[src/rtl/pc_sequencer.sv]
// PC register and run/step/halt control ahead of the single-cycle datapath.
// Adds breakpoint compare, sticky misalignment error and exec/retire counters.
module pc_sequencer #(
  parameter logic [31:0] RESET_PC = 32'h0000_0000
) (
  input  logic        clk,
  input  logic        rst_n,
  input  logic [31:0] Next_Addr,
  output logic [31:0] PC_Addr,
  output logic        commit,
  input  logic        start,
  input  logic        step_req,
  output logic        step_ack,
  input  logic        halt_req,
  input  logic        bp_en,
  input  logic [31:0] bp_addr,
  output logic [1:0]  state,
  output logic        err,
  output logic [31:0] cycle_cnt,
  output logic [31:0] retired_cnt
);

  typedef enum logic [1:0] {
    IDLE = 2'b00,
    RUN  = 2'b01,
    STEP = 2'b10,
    HALT = 2'b11
  } state_t;

  state_t st;
  logic   step_q;
  logic   exec;
  logic   mis;
  logic   step_edge;
  logic   bp_hit;

  assign exec      = (st == RUN) || (st == STEP);
  assign mis       = Next_Addr[1:0] != 2'b00;
  assign commit    = exec && !mis && !err;
  assign step_edge = step_req && !step_q;
  assign bp_hit    = bp_en && (Next_Addr == bp_addr);
  assign state     = st;

  // run-control FSM, PC load, step handshake and counters
  always_ff @(posedge clk or negedge rst_n) begin
    if (!rst_n) begin
      st          <= IDLE;
      PC_Addr     <= RESET_PC;
      err         <= 1'b0;
      step_ack    <= 1'b0;
      step_q      <= 1'b0;
      cycle_cnt   <= 32'd0;
      retired_cnt <= 32'd0;
    end else begin
      step_q   <= step_req;
      step_ack <= 1'b0;
      if (exec)
        cycle_cnt <= cycle_cnt + 32'd1;
      if (commit)
        retired_cnt <= retired_cnt + 32'd1;
      unique case (st)
        IDLE, HALT: begin
          if (!err) begin
            if (start)
              st <= RUN;
            else if (step_edge)
              st <= STEP;
          end
        end
        RUN: begin
          if (mis) begin
            err <= 1'b1;
            st  <= HALT;
          end else if (bp_hit) begin
            PC_Addr <= Next_Addr;
            st      <= HALT;
          end else if (halt_req) begin
            PC_Addr <= Next_Addr;
            st      <= HALT;
          end else begin
            PC_Addr <= Next_Addr;
          end
        end
        STEP: begin
          if (mis) begin
            err <= 1'b1;
            st  <= HALT;
          end else begin
            PC_Addr  <= Next_Addr;
            step_ack <= 1'b1;
            st       <= HALT;
          end
        end
        default: st <= IDLE;
      endcase
    end
  end

endmodule

[config.mk]
export PLATFORM = sky130hd
export DESIGN_NAME = pc_sequencer
export DESIGN_NICKNAME = d
export VERILOG_FILES = /design/src/rtl/pc_sequencer.sv
export SDC_FILE = /design/constraint.sdc
export NUM_CORES = 1
export LEC_CHECK = 0
export ABC_AREA = 1
export CAP_MARGIN = 5
export CORE_MARGIN = 2
export CORE_UTILIZATION = 25
export DETAILED_ROUTE_END_ITERATION = 16
export SLEW_MARGIN = 20
export SYNTH_ARGS = -nofsm -noshare
export SYNTH_HDL_FRONTEND = slang
export SYNTH_SLANG_ARGS = --single-unit
[constraint.sdc]
create_clock -name clk -period 3 [get_ports clk]
set_input_delay 0.3 -clock clk [delete_from_list [all_inputs] [get_ports clk]]
set_output_delay 0.3 -clock clk [all_outputs]
set_load 0.1 [all_outputs]
==> summary.md, run 1 <==
| Metric | Value |
|---|---|
| H-tree depth | 3 |
| Vias in the first global route | 4536 |
| Share of layout cells above drive strength 1 | 0.1812 |
| Post-Synth Adder-Cell Area | 0.009434 |
| First-pass GRT wire length | 23560 microns |
| Pwr Density | around 820 nW/um^2 |
| Critical Path Source Type | flip-flop |
| Endpoints failing setup | 0 |
| CTS resizes | 0 |
| Setup TNS | 0 ps |
| DR iter-0 viols | 177 |
| CTS clk-pin slew, worst paths | 80 ps |
| Largest family of logic cells by synthesized area | simple AND/OR/NAND/NOR gates |
| Core area | 20960 sq um |
| CTS Hold Bufs | 0 |
| Via/cell ratio | ~4.2 |
| Tmin final | between 2000 and 2500 ps |
| Warnings from Yosys | 0 |
| Total GRT Usage | 0.1357 |
| Netlist Area Pre-Place | 5305 sq um |
| Worst-Skew Late Latency | 350 ps |
| Antenna Nets Post-Route | 0 |
| Total number of vias | 4557 |
| Die area | 22400 sq um |
| Status | completed |
| Max FO, Critical Path | 15 |
| Final Hold Fails | 0 |
| Netlist cell types | 36 |
| GPL Wtd Cong | 0.7962 |
| Max-cap violations | 0 |
| Slew margin rel. | 0.3396 |
| Post-Synth Simple-Gate Area | 0.2974 |
| Postcts setup bufs | 0 |
| CTS Buffer Depth | 2 |
| Mean area per synthesized cell | 8.328 sq um |
| Sequential fraction of the synthesis area | 0.4764 |
| Die height | about 150 microns |
| HP Class | input pin to async pin |
| Diodes inserted | 0 |
| CTS sink cnt | approximately 100 |
| Port Buffers | 170 |
| Max Clock Freq | ~440 MHz |
| CP Data Required Time | 3240 ps |
| Most common cell after layout, fill and taps aside | nand2_1 |
| Routed WL per cell | roughly 13 microns |
| # DRC | 0 |
| CTS buffer count | 9 |
| Initial DRT Pass Iterations | 5 |
| Synth Register Bits | 101 |
| Leakage | approximately 3.8 nW |
| Endpoint arrival time on the critical path | 2500 ps |
| Maximum vdd drop | about 900 uV |
| Largest net degree at the start of global routing | 60 |
| CP Capture Type | flip-flop |
| Most frequent cells in the layout | nand2_1 (190), dfrtp_1 (101), buf_4 (98) |
| Rows | 53 |
| Final HPWL DP | roughly 11000 microns |
| Final wirelength | 14650 microns |
| Clock skew | 9.800 ps |
| Cells after Synth | approximately 640 |
| Mux contribution to synthesized area | 0 |
| Worst-margin pin slew | 987.4 ps |
| IO Pins | 171 |
| RSZ-0062 raised after global routing | no |
| Max Transition Viols Final | 0 |
| Clock root cell | clkbuf_16 |
| Fin util | 0.3547 |
| Starting Density | 0.2532 |
| CP Class | flip-flop to flip-flop |
| Compound-Gate Fraction of Synth Area | 0.02854 |
| Nets@finish | 886 |
| Synth Area in XOR/XNOR | 0.1156 |
| Antenna violations before repair | 0 |
| Die width | 149.7 microns |
| CTS tree | yes |
| Syn nets | between 700 and 800 |
| Tcrit/Tclk final | 0.7528 |
| Area Growth Syn to Fin | 40.09% |
| Remaining global-route overflow | 0 |
==> cell usage after synthesis <==
library cell	n	area (sq um)
nand2_1	190	713.2
dfrtp_1	101	2527
inv_1	89	334.1
nor2_1	52	195.2
xor2_1	41	359.1
xnor2_1	29	254.0
o21ai_0	27	135.1
nand3_1	25	125.1
nand4_1	17	106.4
nor3_1	11	55.05
clkbuf_1	8	30.03
nor2_4	5	56.30
ha_1	4	50.05
nand3_2	4	40.04
nor2_2	4	25.02
nor3_2	4	40.04
nand2_4	3	33.78
nand2_2	2	12.51
nand3b_1	2	15.01
nor3_4	2	32.53
nor3b_1	2	15.01
a21oi_1	1	5.000
and2_1	1	6.260
buf_6	1	11.26
inv_2	1	3.750
inv_4	1	6.260
nand3b_2	1	11.26
nand3b_4	1	20.02
nand4_4	1	21.27
nor2_8	1	20.02
nor3b_2	1	12.51
nor4_1	1	6.260
nor4b_1	1	8.760
o21ai_1	1	5.000
o22ai_1	1	6.260
or2_2	1	6.260
==> critical path: stages, from the launching register on <==
cell and delay [ps]:
dfrtp_1 390, inv_1 60, ha_1 320, inv_2 220, nand2_4 120, inv_4 180
nand2_4 100, nor3_2 320, and2_1 240, nand2_1 80, xor2_1 140
==> final timing paths <==
path                                          from                          end  slack (ps)  cells after the start
setup / recovery              state[0]$_DFFE_PN0P_  retired_cnt[27]$_DFFE_PN0P_         740                     10
setup reg to reg              state[0]$_DFFE_PN0P_  retired_cnt[27]$_DFFE_PN0P_         740                     10
hold reg to reg            PC_Addr[22]$_DFFE_PN0P_      PC_Addr[22]$_DFFE_PN0P_         480                      2
max in group asynchronous                    rst_n              err$_DFFE_PN0P_        2240                      2
min in group clk                          step_req             step_q$_DFF_PN0_         440                      1
hold / removal                               rst_n      PC_Addr[22]$_DFFE_PN0P_          20                      1
==> per-layer routing <==
metal  wire length, microns  global-route usage  vias up
met5                      0                   0        -
met3                    773             0.03018       13
met1                   6791              0.1788     2107
li1                       -                   -     2325
met4                    187             0.03915        0
met2                   6895              0.2239      112
==> power by group <==
| group | switching [W] | internal [W] | total, W | leakage [nW] |
|---|---|---|---|---|
| Combinational | 0.00240 | 0.000636 | 0.00303 | 2.37 |
| Clock | 0.000578 | 0.000671 | 0.00125 | 0.156 |
| Sequential | 0.000179 | 0.00161 | 0.00179 | 1.30 |
| Total | 0.00316 | 0.00292 | 0.00607 | 3.83 |
==> cells by family (layout without fill, tap and decap cells) <==
| group | Yosys count | after routing |
|---|---|---|
| DFF | 101 | 101 |
| adders and majority gates | 4 | 4 |
| AOI/OAI and AO/OA | 30 | 30 |
| buffers and inverters | 100 | 280 |
| xor gates and xnor gates | 70 | 70 |
| and+or+nand+nor | 332 | 332 |
==> through the flow <==
stage	cells	cell area [sq um]	setup slack [ps]	power, W	hold slack, ps
after detailed placement	1076	7114	677.3	0.004872	453.3
final	1092	7432	741.7	0.006072	23.66
after floorplan	637	5305	260.7	0.004109	4.409
after global placement	1076	7114	712.4	0.004854	448.3
after CTS	1092	7432	695.6	0.006152	63.60
after global routing	1092	7432	514.8	0.006375	100.1
==> state kept, by name, indices dropped and copies added, names as in the netlist <==
| register | flops |
|---|---|
| retired_cnt | 32 |
| err | 1 |
| cycle_cnt | 32 |
| state | 2 |
| step_q | 1 |
| PC_Addr | 32 |
| step_ack | 1 |
==> cell type report <==
type / instances / area [sq um]
clock buffer: 9 / 225.2
clock inverter: 7 / 92.59
fill: 2202 / 13520
inverter: 91 / 344.1
multi-input combinational: 436 / 2392
sequential: 101 / 2527
tap: 275 / 344.1
timing repair buffer: 173 / 1506
(Power assumes the default switching activity.)
==> run 2: changes to the inputs <==
clock period = 2.3 ns   (was 3 ns; I/O delays follow)
==> summary.md, run 2 (synthesis gave the netlist of run 1 again) <==
| Metric | Value |
|---|---|
| Status | completed |
| Remaining global-route overflow | 0 (unchanged) |
| Antenna violations before repair | 2 (+2) |
| Vias in the first global route | 4617 (+1.8%) |
| Met2 WL | 7458 microns (+8.2%) |
| Rows | 53 (unchanged) |
| Critical path, cell by cell | inv_2 -> ha_4 -> inv_2 -> nand2_4 -> nor2_8 -> buf_4 -> buf_12 |
| Postcts setup bufs | 0 (unchanged) |
| Delay-heaviest family, CP | buffers and inverters |
| Pwr Density | 1063 nW/um^2 (+30%) |
| Tmin final | 2084 ps |
| Total number of vias | 4559 (+0.044%) |
| Logic gate share of total power | 0.509 (+0.009) |
| Endpoints failing setup | 0 (unchanged) |
| Worst-Skew Late Latency | 350 ps (about the same) |
| Reg power frac | 0.297 (+0.002) |
| DR iter-0 viols | 144 (-19%) |
| R2r setup slk | 330 ps (-410 ps) |
| Most common cell after layout, fill and taps aside | nand2_1 |
| Pint | 0.003764 W (+29%) |
| Via/cell ratio | 4.152 (-0.50%) |
| Initial DRT Pass Iterations | 4 (-1) |
| Worst hold stages | 1 |
| IO Pins | 171 (unchanged) |
| Final wirelength | 15230 microns (+4.0%) |
| Sw Share | 0.5254 (+0.005782) |
| Final Hold Fails | 0 (unchanged) |
| Crit path largest cell delay | 500 ps (+110 ps) |
| Max FO, Critical Path | 7 (-8) |
| Sw Pwr | 0.004167 W (+32%) |
| Highest routed layer | met5 |
| Most frequent cells in the layout | nand2_1 (190), buf_4 (108), dfrtp_1 (97) |
| CP Data Required Time | 2070 ps (-1170 ps) |
| Total GRT Usage | 0.1401 (+0.004413) |
| Share of layout cells above drive strength 1 | 0.1993 (+0.01812) |
| Slew margin rel. | 0.5705 (+0.2309) |
| Largest net degree at the start of global routing | 49 (-18%) |
| Slowest library cell on the worst path | dfrtp_4 |
| Metal3 WL | 686 microns (-11%) |
| Max Clock Freq | 479.8 MHz |
| CTS sink cnt | 101 (unchanged) |
| # DRC | 0 (unchanged) |
| Biggest regs | PC_Addr x32, cycle_cnt x32, retired_cnt x32 |
| Worst-margin pin slew | 644.2 ps (-343.3 ps) |
| Worst r2r src | state[0]$_DFFE_PN0P_ |
| H-tree depth | 3 (unchanged) |
| Clock skew | 9.655 ps (-0.1454 ps) |
| CP Capture Type | primary output |
| Setup TNS | 0 ps (unchanged) |
| Hold path startpoint | step_req |
| Max Transition Viols Final | 0 (unchanged) |
| Die width | 149.7 microns (unchanged) |
| Die area | 22400 sq um (unchanged) |
| Placed Instances | 1081 (+0.46%) |
| Nets@finish | 892 (+0.68%) |
| Clk pwr share | 0.194 (-0.012) |
| Antenna Nets Post-Route | 0 (unchanged) |
| Port Buffers | 170 (unchanged) |
| Buf/Inv on CP | 4 (+1) |
| Final HPWL DP | 12020 microns (+5.6%) |
| Max-cap violations | 0 (unchanged) |
| RSZ-0062 raised after global routing | no |
| Metal-1 WL | 6757 microns (-0.50%) |
| CTS Buffer Depth | 2 (unchanged) |
| CTS Hold Bufs | 1 (+1) |
| Leakage | 3.845 nW (+0.49%) |
| Clock root cell | clkbuf_16 |
| Starting Density | 0.2532 (unchanged) |
| CTS tree | yes |
| Die height | 149.7 microns (unchanged) |
| Routed WL per cell | 13.87 microns (+3.4%) |
| Layout Cells excl Fill | 1098 (+0.55%) |
| CP Class | flip-flop to primary output |
| Endpoint arrival time on the critical path | 1850 ps (-650 ps) |
| Core area | 20960 sq um (unchanged) |
| CTS resizes | 0 (unchanged) |
| HP Class | input pin to flip-flop |
| Worst r2r dst | retired_cnt[27]$_DFFE_PN0P_ |
| Critical Path Source Type | flip-flop |
| CTS clk-pin slew, worst paths | 70 ps (about the same) |
| Most used cell, CP | inv_2 |
| GPL Wtd Cong | 0.8146 (+2.3%) |
| Maximum vdd drop | 1027 uV (+14%) |
| CTS buffer count | 9 (unchanged) |
| Area Growth Syn to Fin | 40.68% |
| Fin util | 0.3562 (+0.001493) |
| Hold path endpoint | step_q$_DFF_PN0_ |
| First-pass GRT wire length | 24270 microns (+3.0%) |
| Reg2reg path depth | 10 (unchanged) |
| Tcrit/Tclk final | 0.9062 |
| Diodes inserted | 0 (unchanged) |
## run 2: changes by cell type in the layout (fill, tap and decap cells not counted), moves of 2 or more
cell / before / now
dfrtp_1: 101 / 97
clkdlybuf4s50_1: 73 / 68
buf_4: 98 / 108
dfrtp_4: 0 / 2
dfrtp_2: 0 / 2
## run 2: layout make-up
| cell class | count | area (sq um) |
|---|---|---|
| Clock inverter | 6 | 52.55 |
| Clock buffer | 10 | 239.0 |
| Inverter | 91 | 344.1 |
| Sequential cell | 101 | 2537 |
| Timing Repair Buffer | 179 | 1541 |
| Fill cell | 2235 | 13490 |
| Tap cell | 275 | 344.1 |
| Multi-Input combinational cell | 436 | 2405 |
## run 2: metal layers
layer	vias up	track usage
met1	2080	0.1769
li1	2342	-
met2	114	0.2415
met4	4	0.05189
met3	19	0.02226
met5	-	0
## run 2: through the flow
| stage | cell area, sq um | total power [W] | hold slack [ps] | worst slack (ps) |
|---|---|---|---|---|
| floorplan | 5328 | 0.005398 | -65.59 | 7.661 |
| CTS | 7463 | 0.008031 | 329.4 | 175.4 |
| global route | 7463 | 0.008324 | 333.5 | 127.5 |
| detailed placement | 7162 | 0.006454 | 305.1 | 253.4 |
| finish | 7463 | 0.007932 | 347.5 | 215.6 |
| global placement | 7162 | 0.006432 | 310.6 | 290.1 |
## run 2: worst max path at each step
stage                                     from                           to  depth (start not counted)
after floorplan           state[0]$_DFFE_PN0P_  retired_cnt[28]$_DFFE_PN0P_                          9
after global placement            Next_Addr[0]  retired_cnt[27]$_DFFE_PN0P_                          9
after global routing      state[0]$_DFFE_PN0P_                       commit                          7
after detailed placement          Next_Addr[0]  retired_cnt[27]$_DFFE_PN0P_                          9
final                     state[0]$_DFFE_PN0P_                       commit                          7
after CTS                 state[0]$_DFFE_PN0P_                       commit                          7
## run 2: power by group through the flow
| stage | logic (W) | registers, W | clock network (W) |
|---|---|---|---|
| after detailed placement | 0.00408 | 0.00238 | 0 |
| after global routing | 0.00426 | 0.00240 | 0.00166 |
| after floorplan | 0.000770 | 0.00463 | 0 |
| after CTS | 0.00408 | 0.00235 | 0.00160 |
| after global placement | 0.00406 | 0.00237 | 0 |
| final | 0.00404 | 0.00235 | 0.00154 |
## run 2: worst register-to-register path: cells and delay by family (launching register included)
kind / cells / cell delay [ps]
XOR/XNOR: 1 / 140
adder cells (fa/ha/maj): 1 / 190
buffers and inverters: 3 / 280
flip-flops: 1 / 500
AND/OR/NAND/NOR: 5 / 760
